### src/rtl/dmem_arb_pkg.sv
// Shared types and helpers for the two-port data memory arbiter.
// Used by dmem_arbiter and dmem_arb_rr_pick.
package dmem_arb_pkg;

    typedef enum logic [1:0] {IDLE, ISSUE, WAIT, RESP} t_arb_state;

    localparam logic PORT_CPU  = 1'b0;
    localparam logic PORT_HOST = 1'b1;

    function automatic logic [1:0] port_onehot(input logic sel);
        return sel ? 2'b10 : 2'b01;
    endfunction

    function automatic logic [15:0] sat_inc(input logic [15:0] v, input logic en);
        return (en && v != 16'hFFFF) ? v + 16'd1 : v;
    endfunction

endpackage

### src/rtl/dmem_arb_rr_pick.sv
// Combinational 2-way round-robin picker: a lone request wins outright,
// a tie goes to the port that was not granted last.
module dmem_arb_rr_pick
    import dmem_arb_pkg::*;
(
    input  logic [1:0] req,
    input  logic       last,
    output logic       valid,
    output logic       sel
);

    assign valid = |req;
    assign sel   = (&req) ? ~last : req[PORT_HOST];

endmodule

### src/rtl/dmem_arbiter.sv
// Two-requester arbiter for a single-port data memory with req/gnt/rvalid handshake.
// Optional saturating statistics counters are built when DMEM_ARB_STATS_EN is defined.
module dmem_arbiter
    import dmem_arb_pkg::*;
#(
    parameter int AW     = 8,
    parameter int DW     = 16,
    parameter int RD_LAT = 1
) (
    input  logic          clk,
    input  logic          rst,
    input  logic          p0_req,
    input  logic          p0_wr,
    input  logic [AW-1:0] p0_addr,
    input  logic [DW-1:0] p0_wdata,
    output logic          p0_gnt,
    output logic          p0_rvalid,
    output logic [DW-1:0] p0_rdata,
    input  logic          p1_req,
    input  logic          p1_wr,
    input  logic [AW-1:0] p1_addr,
    input  logic [DW-1:0] p1_wdata,
    output logic          p1_gnt,
    output logic          p1_rvalid,
    output logic [DW-1:0] p1_rdata,
    output logic [AW-1:0] mem_addr,
    output logic          mem_rd,
    output logic          mem_wr,
    output logic [DW-1:0] mem_wdata,
    input  logic [DW-1:0] mem_rdata,
    output logic          busy
`ifdef DMEM_ARB_STATS_EN
    ,
    output logic [15:0]   stat_p0_gnts,
    output logic [15:0]   stat_p1_gnts,
    output logic [15:0]   stat_stall
`endif
);

    localparam logic [1:0] WAIT_INIT = 2'(RD_LAT - 1);

    t_arb_state          state_reg;
    logic                last_gnt_reg;
    logic                sel_reg;
    logic                wr_reg;
    logic [1:0]          wait_cnt_reg;
    logic [1:0]          gnt_reg;
    logic [1:0]          rvalid_reg;
    logic                mem_rd_reg;
    logic                mem_wr_reg;
    logic [AW-1:0]       addr_reg;
    logic [DW-1:0]       wdata_reg;
    logic [1:0][DW-1:0]  rdata_reg;

    logic                pick_valid;
    logic                pick_sel;
    logic                capture;

    dmem_arb_rr_pick u_pick (
        .req   ({p1_req, p0_req}),
        .last  (last_gnt_reg),
        .valid (pick_valid),
        .sel   (pick_sel)
    );

    // Final WAIT edge: memory data is valid and gets latched for the winner.
    assign capture = (state_reg == WAIT) && (wait_cnt_reg == 2'd0);

    always_ff @(posedge clk or negedge rst) begin
        if (!rst) begin
            state_reg    <= IDLE;
            last_gnt_reg <= PORT_HOST;
            sel_reg      <= PORT_CPU;
            wr_reg       <= 1'b0;
            wait_cnt_reg <= 2'd0;
            gnt_reg      <= 2'b00;
            rvalid_reg   <= 2'b00;
            mem_rd_reg   <= 1'b0;
            mem_wr_reg   <= 1'b0;
            addr_reg     <= '0;
            wdata_reg    <= '0;
        end else begin
            gnt_reg    <= 2'b00;
            rvalid_reg <= 2'b00;
            mem_rd_reg <= 1'b0;
            mem_wr_reg <= 1'b0;
            case (state_reg)
                IDLE: begin
                    if (pick_valid) begin
                        sel_reg      <= pick_sel;
                        last_gnt_reg <= pick_sel;
                        wr_reg       <= pick_sel ? p1_wr : p0_wr;
                        addr_reg     <= pick_sel ? p1_addr : p0_addr;
                        wdata_reg    <= pick_sel ? p1_wdata : p0_wdata;
                        gnt_reg      <= port_onehot(pick_sel);
                        mem_rd_reg   <= pick_sel ? ~p1_wr : ~p0_wr;
                        mem_wr_reg   <= pick_sel ? p1_wr : p0_wr;
                        state_reg    <= ISSUE;
                    end
                end
                ISSUE: begin
                    if (wr_reg) begin
                        state_reg <= IDLE;
                    end else begin
                        wait_cnt_reg <= WAIT_INIT;
                        state_reg    <= WAIT;
                    end
                end
                WAIT: begin
                    if (capture) begin
                        rvalid_reg <= port_onehot(sel_reg);
                        state_reg  <= RESP;
                    end else begin
                        wait_cnt_reg <= wait_cnt_reg - 2'd1;
                    end
                end
                RESP: state_reg <= IDLE;
                default: state_reg <= IDLE;
            endcase
        end
    end

    for (genvar gi = 0; gi < 2; gi++) begin : g_rdata
        always_ff @(posedge clk or negedge rst) begin
            if (!rst) begin
                rdata_reg[gi] <= '0;
            end else if (capture && sel_reg == 1'(gi)) begin
                rdata_reg[gi] <= mem_rdata;
            end
        end
    end

    assign p0_gnt    = gnt_reg[PORT_CPU];
    assign p1_gnt    = gnt_reg[PORT_HOST];
    assign p0_rvalid = rvalid_reg[PORT_CPU];
    assign p1_rvalid = rvalid_reg[PORT_HOST];
    assign p0_rdata  = rdata_reg[PORT_CPU];
    assign p1_rdata  = rdata_reg[PORT_HOST];
    assign mem_addr  = addr_reg;
    assign mem_wdata = wdata_reg;
    assign mem_rd    = mem_rd_reg;
    assign mem_wr    = mem_wr_reg;
    assign busy      = (state_reg != IDLE);

`ifdef DMEM_ARB_STATS_EN
    logic [15:0] stat_p0_reg;
    logic [15:0] stat_p1_reg;
    logic [15:0] stat_stall_reg;
    logic        stall_now;

    // A cycle stalls when some port asks and is not the one holding gnt right now.
    assign stall_now = (p0_req & ~gnt_reg[PORT_CPU]) | (p1_req & ~gnt_reg[PORT_HOST]);

    always_ff @(posedge clk or negedge rst) begin
        if (!rst) begin
            stat_p0_reg    <= 16'd0;
            stat_p1_reg    <= 16'd0;
            stat_stall_reg <= 16'd0;
        end else begin
            stat_p0_reg    <= sat_inc(stat_p0_reg, gnt_reg[PORT_CPU]);
            stat_p1_reg    <= sat_inc(stat_p1_reg, gnt_reg[PORT_HOST]);
            stat_stall_reg <= sat_inc(stat_stall_reg, stall_now);
        end
    end

    assign stat_p0_gnts = stat_p0_reg;
    assign stat_p1_gnts = stat_p1_reg;
    assign stat_stall   = stat_stall_reg;
`endif

endmodule

### config.mk
export PLATFORM = sky130hd
export DESIGN_NAME = dmem_arbiter
export DESIGN_NICKNAME = d
export VERILOG_FILES = /design/src/rtl/dmem_arb_pkg.sv /design/src/rtl/dmem_arb_rr_pick.sv /design/src/rtl/dmem_arbiter.sv
export SDC_FILE = /design/constraint.sdc
export NUM_CORES = 1
export LEC_CHECK = 0
export CORE_ASPECT_RATIO = 0.8
export CORE_MARGIN = 3
export CORE_UTILIZATION = 40
export CTS_CLUSTER_DIAMETER = 150
export DETAILED_ROUTE_END_ITERATION = 6
export MAX_ROUTING_LAYER = met4
export PLACE_DENSITY = 0.78
export SLEW_MARGIN = 10
export SYNTH_ARGS = -nofsm -noshare
export SYNTH_HDL_FRONTEND = slang
export SYNTH_SLANG_ARGS = --single-unit
### constraint.sdc
create_clock -name clk -period 4.4 [get_ports clk]
set_clock_uncertainty 0.2 [all_clocks]
set_input_delay 0.44 -clock clk [delete_from_list [all_inputs] [get_ports clk]]
set_output_delay 0.44 -clock clk [all_outputs]
set_load 0.005 [all_outputs]
==> impl_metrics.env <==
export IMPL_finalSetupTns_ns=0
export IMPL_syn_avg_cell_area_um2=12.8
export IMPL_min_path_type="in -> async"
export IMPL_io_buffers=132
export IMPL_clock_latency_ns=0.33
export IMPL_maxCapViolCount=0
export IMPL_cts_resized=0
export IMPL_initial_core_util=0.428
export IMPL_post_route_drc_count=0
export IMPL_cts_setup_buffers=0
export IMPL_worst_pin_slew_ns=1.02
export IMPL_path_clk_slew_ns=0.08
export IMPL_worst_path_largest_cell_delay_ns=0.82
export IMPL_grtUsageTotal=0.201
export IMPL_multi_input_area_um2=988
export IMPL_gr_total_overflow=0
export IMPL_start_kind="flop"
export IMPL_end_kind="primary output"
export IMPL_required_ns=3.76
export IMPL_hpwl_um=5390
export IMPL_synthCells=221
export IMPL_synth_cell_types=30
export IMPL_dr_total_vias=2287
export IMPL_detail_route_antenna_nets=0
export IMPL_antennaDiodeCount=0
export IMPL_synth_edf_count=0
export IMPL_syn_area_mm2=0.00282
export IMPL_root_buffer="clkbuf_8"
export IMPL_powerDensity_mw_per_mm2=676
export IMPL_avgViaCountPerCell=5.19
export IMPL_rows=26
export IMPL_final_max_slew_viol_count=0
export IMPL_cts_sinks=69
export IMPL_p_leak_uw=0.00191
export IMPL_rsz0062_at_grt="false"
export IMPL_synth_flop_cell="dfrtp_1"
export IMPL_cts_tree="built"
export IMPL_final_nets=423
export IMPL_fin_crit_sh=0.653
export IMPL_routed_wl_um=7350
export IMPL_setup_worst_path_class="reg -> out"
export IMPL_min_period_ns=2.87
export IMPL_wl_per_cell_um=16.7
export IMPL_hold_violations=13
export IMPL_layout_setup_ws_ns=1.53
export IMPL_irDropWorstVdd_v=0.000365
export IMPL_cp_top_family="simple AND/OR/NAND/NOR gates"
export IMPL_h_tree_depth=3
export IMPL_pre_cts_slack_ns=1.67
export IMPL_coreArea_mm2=0.00660
export IMPL_placed_area_mm2=0.00417
export IMPL_fin_total_pwr_uw=2980
export IMPL_setup_viol=0
export IMPL_first_iter_violations=97
export IMPL_num_io_pins=133
export IMPL_yosysWarnings=0
export IMPL_fin_area_mm2=0.00441
export IMPL_die_y_um=81.2
export IMPL_design_die_area_mm2=0.00811
export IMPL_gp_congestion=0.817
export IMPL_violations="hold timing"
export IMPL_grt_pass1_vias=2334
export IMPL_synth_seq_cells=69
export IMPL_crit_arrival_ns=2.23
export IMPL_critical_path_buf_inv_count=2
export IMPL_yosysSeqAreaShare=0.612
export IMPL_ctsLongestPathBuffers=2
export IMPL_outcome="finished, violations left"
export IMPL_cts_buffers=9
export IMPL_antenna_found_initial=0
export IMPL_fmaxAchievable_mhz=348
export IMPL_grt_pass1_wl_um=12200
export IMPL_holdBufCountCts=0
export IMPL_die_w_um=99.9
export IMPL_cp_slowest_cell="nor2_2"
export IMPL_slew_headroom=0.320
export IMPL_synth_nets=292
export IMPL_synthToLayoutAreaGrowth_pct=56.3
export IMPL_grt_max_degree=39
export IMPL_nFillCells=522
export IMPL_synthArstFlopShare=1.00
export IMPL_worst_hold_slack_ns=-0.0144
export IMPL_drt_pass1_iter_count=4
export IMPL_regArea_mm2=0.00173
export IMPL_crit_chain="nor2_2, inv_1, clkdlybuf4s50_1"
export IMPL_path_max_fanout=29
export IMPL_drive_gt1_frac=0.160
## synth_stat cells, types with 3 or more instances
cell | count | share of area
buf_6 | 3 | 0.012
a21o_1 | 3 | 0.0080
inv_1 | 4 | 0.0053
buf_2 | 4 | 0.0071
mux2_2 | 32 | 0.13
buf_4 | 4 | 0.011
dfrtp_1 | 68 | 0.60
a31oi_1 | 11 | 0.024
a21oi_1 | 13 | 0.023
nor2_1 | 7 | 0.0093
and3_1 | 13 | 0.029
a221o_1 | 13 | 0.046
nand2_1 | 24 | 0.032
## power by group
group	switching [uW]	internal (uW)
Combinational	441	808
Clock	242	380
Sequential	173	940
Total	857	2130
## cell families (layout without fill, tap and decap cells)
kind of cell,Yosys count,in the layout,share of synthesized area
and+or+nand+nor,54,54,0.0962
DFF,69,69,0.612
adders and majority gates,1,1,0.00443
muxes,33,33,0.131
buffers and inverters,18,154,0.0390
AOI/OAI and AO/OA,46,46,0.117
## layout by cell type (no fill, tap or decap), drive strengths merged
| cell type | count |
|---|---|
| or2 | 1 |
| a221oi | 2 |
| nand3b | 1 |
| dfrtp | 68 |
| nor2 | 8 |
| a21oi | 13 |
| inv | 6 |
| bufinv | 3 |
| a31oi | 11 |
| and2b | 1 |
| and3 | 14 |
| ha | 1 |
| a21bo | 1 |
| clkbuf | 9 |
| and2 | 2 |
| nand3 | 1 |
| clkinv | 2 |
| mux2 | 32 |
| mux2i | 1 |
| buf | 3 |
| a21boi | 1 |
| o21ai | 2 |
| nor2b | 2 |
| clkdlybuf4s50 | 131 |
| dfstp | 1 |
| a221o | 13 |
| nand2 | 24 |
| a21o | 3 |
## stage by stage
step / hold WS [ns] / cells / utilization
after CTS: 0.00774 / 441 / 0.668
final: -0.0144 / 441 / 0.668
after floorplan: -0.0556 / 221 / -
after detailed placement: 0.293 / 425 / 0.631
after global routing: 0.0447 / 441 / 0.668
after global placement: 0.287 / 425 / 0.631
## metal layers
layer	vias up	share of wire	global-route usage	wire length, um
met4	0	0.011	0.0614	79
met2	97	0.47	0.308	3480
met3	7	0.064	0.0515	467
met5	-	0	-	0
met1	1118	0.45	0.264	3320
li1	1065	-	-	-
## area by class of cell
type | count | share of cell area
clock buffers | 9 | 0.0281
clock inverters | 7 | 0.0275
inverters | 4 | 0.00340
multi-input cells | 134 | 0.224
flip-flops and latches | 69 | 0.392
well taps | 84 | 0.0238
repair buffers | 134 | 0.302
## worst paths after layout
check,cells after the start,from,slack [ns],end
hold reg to reg,1,p1_rdata[15],0.31,p1_rdata[15]
setup / recovery,3,state_reg[0],1.53,busy
setup reg to reg,3,state_reg[0],1.65,mem_addr[4]
min in group clk,1,p1_rdata[15],0.31,p1_rdata[15]
hold / removal,1,rst,-0.01,p0_rdata[2]
max in group asynchronous,2,rst,3.05,last_gnt_reg
Power figures use the tool's default switching activity.
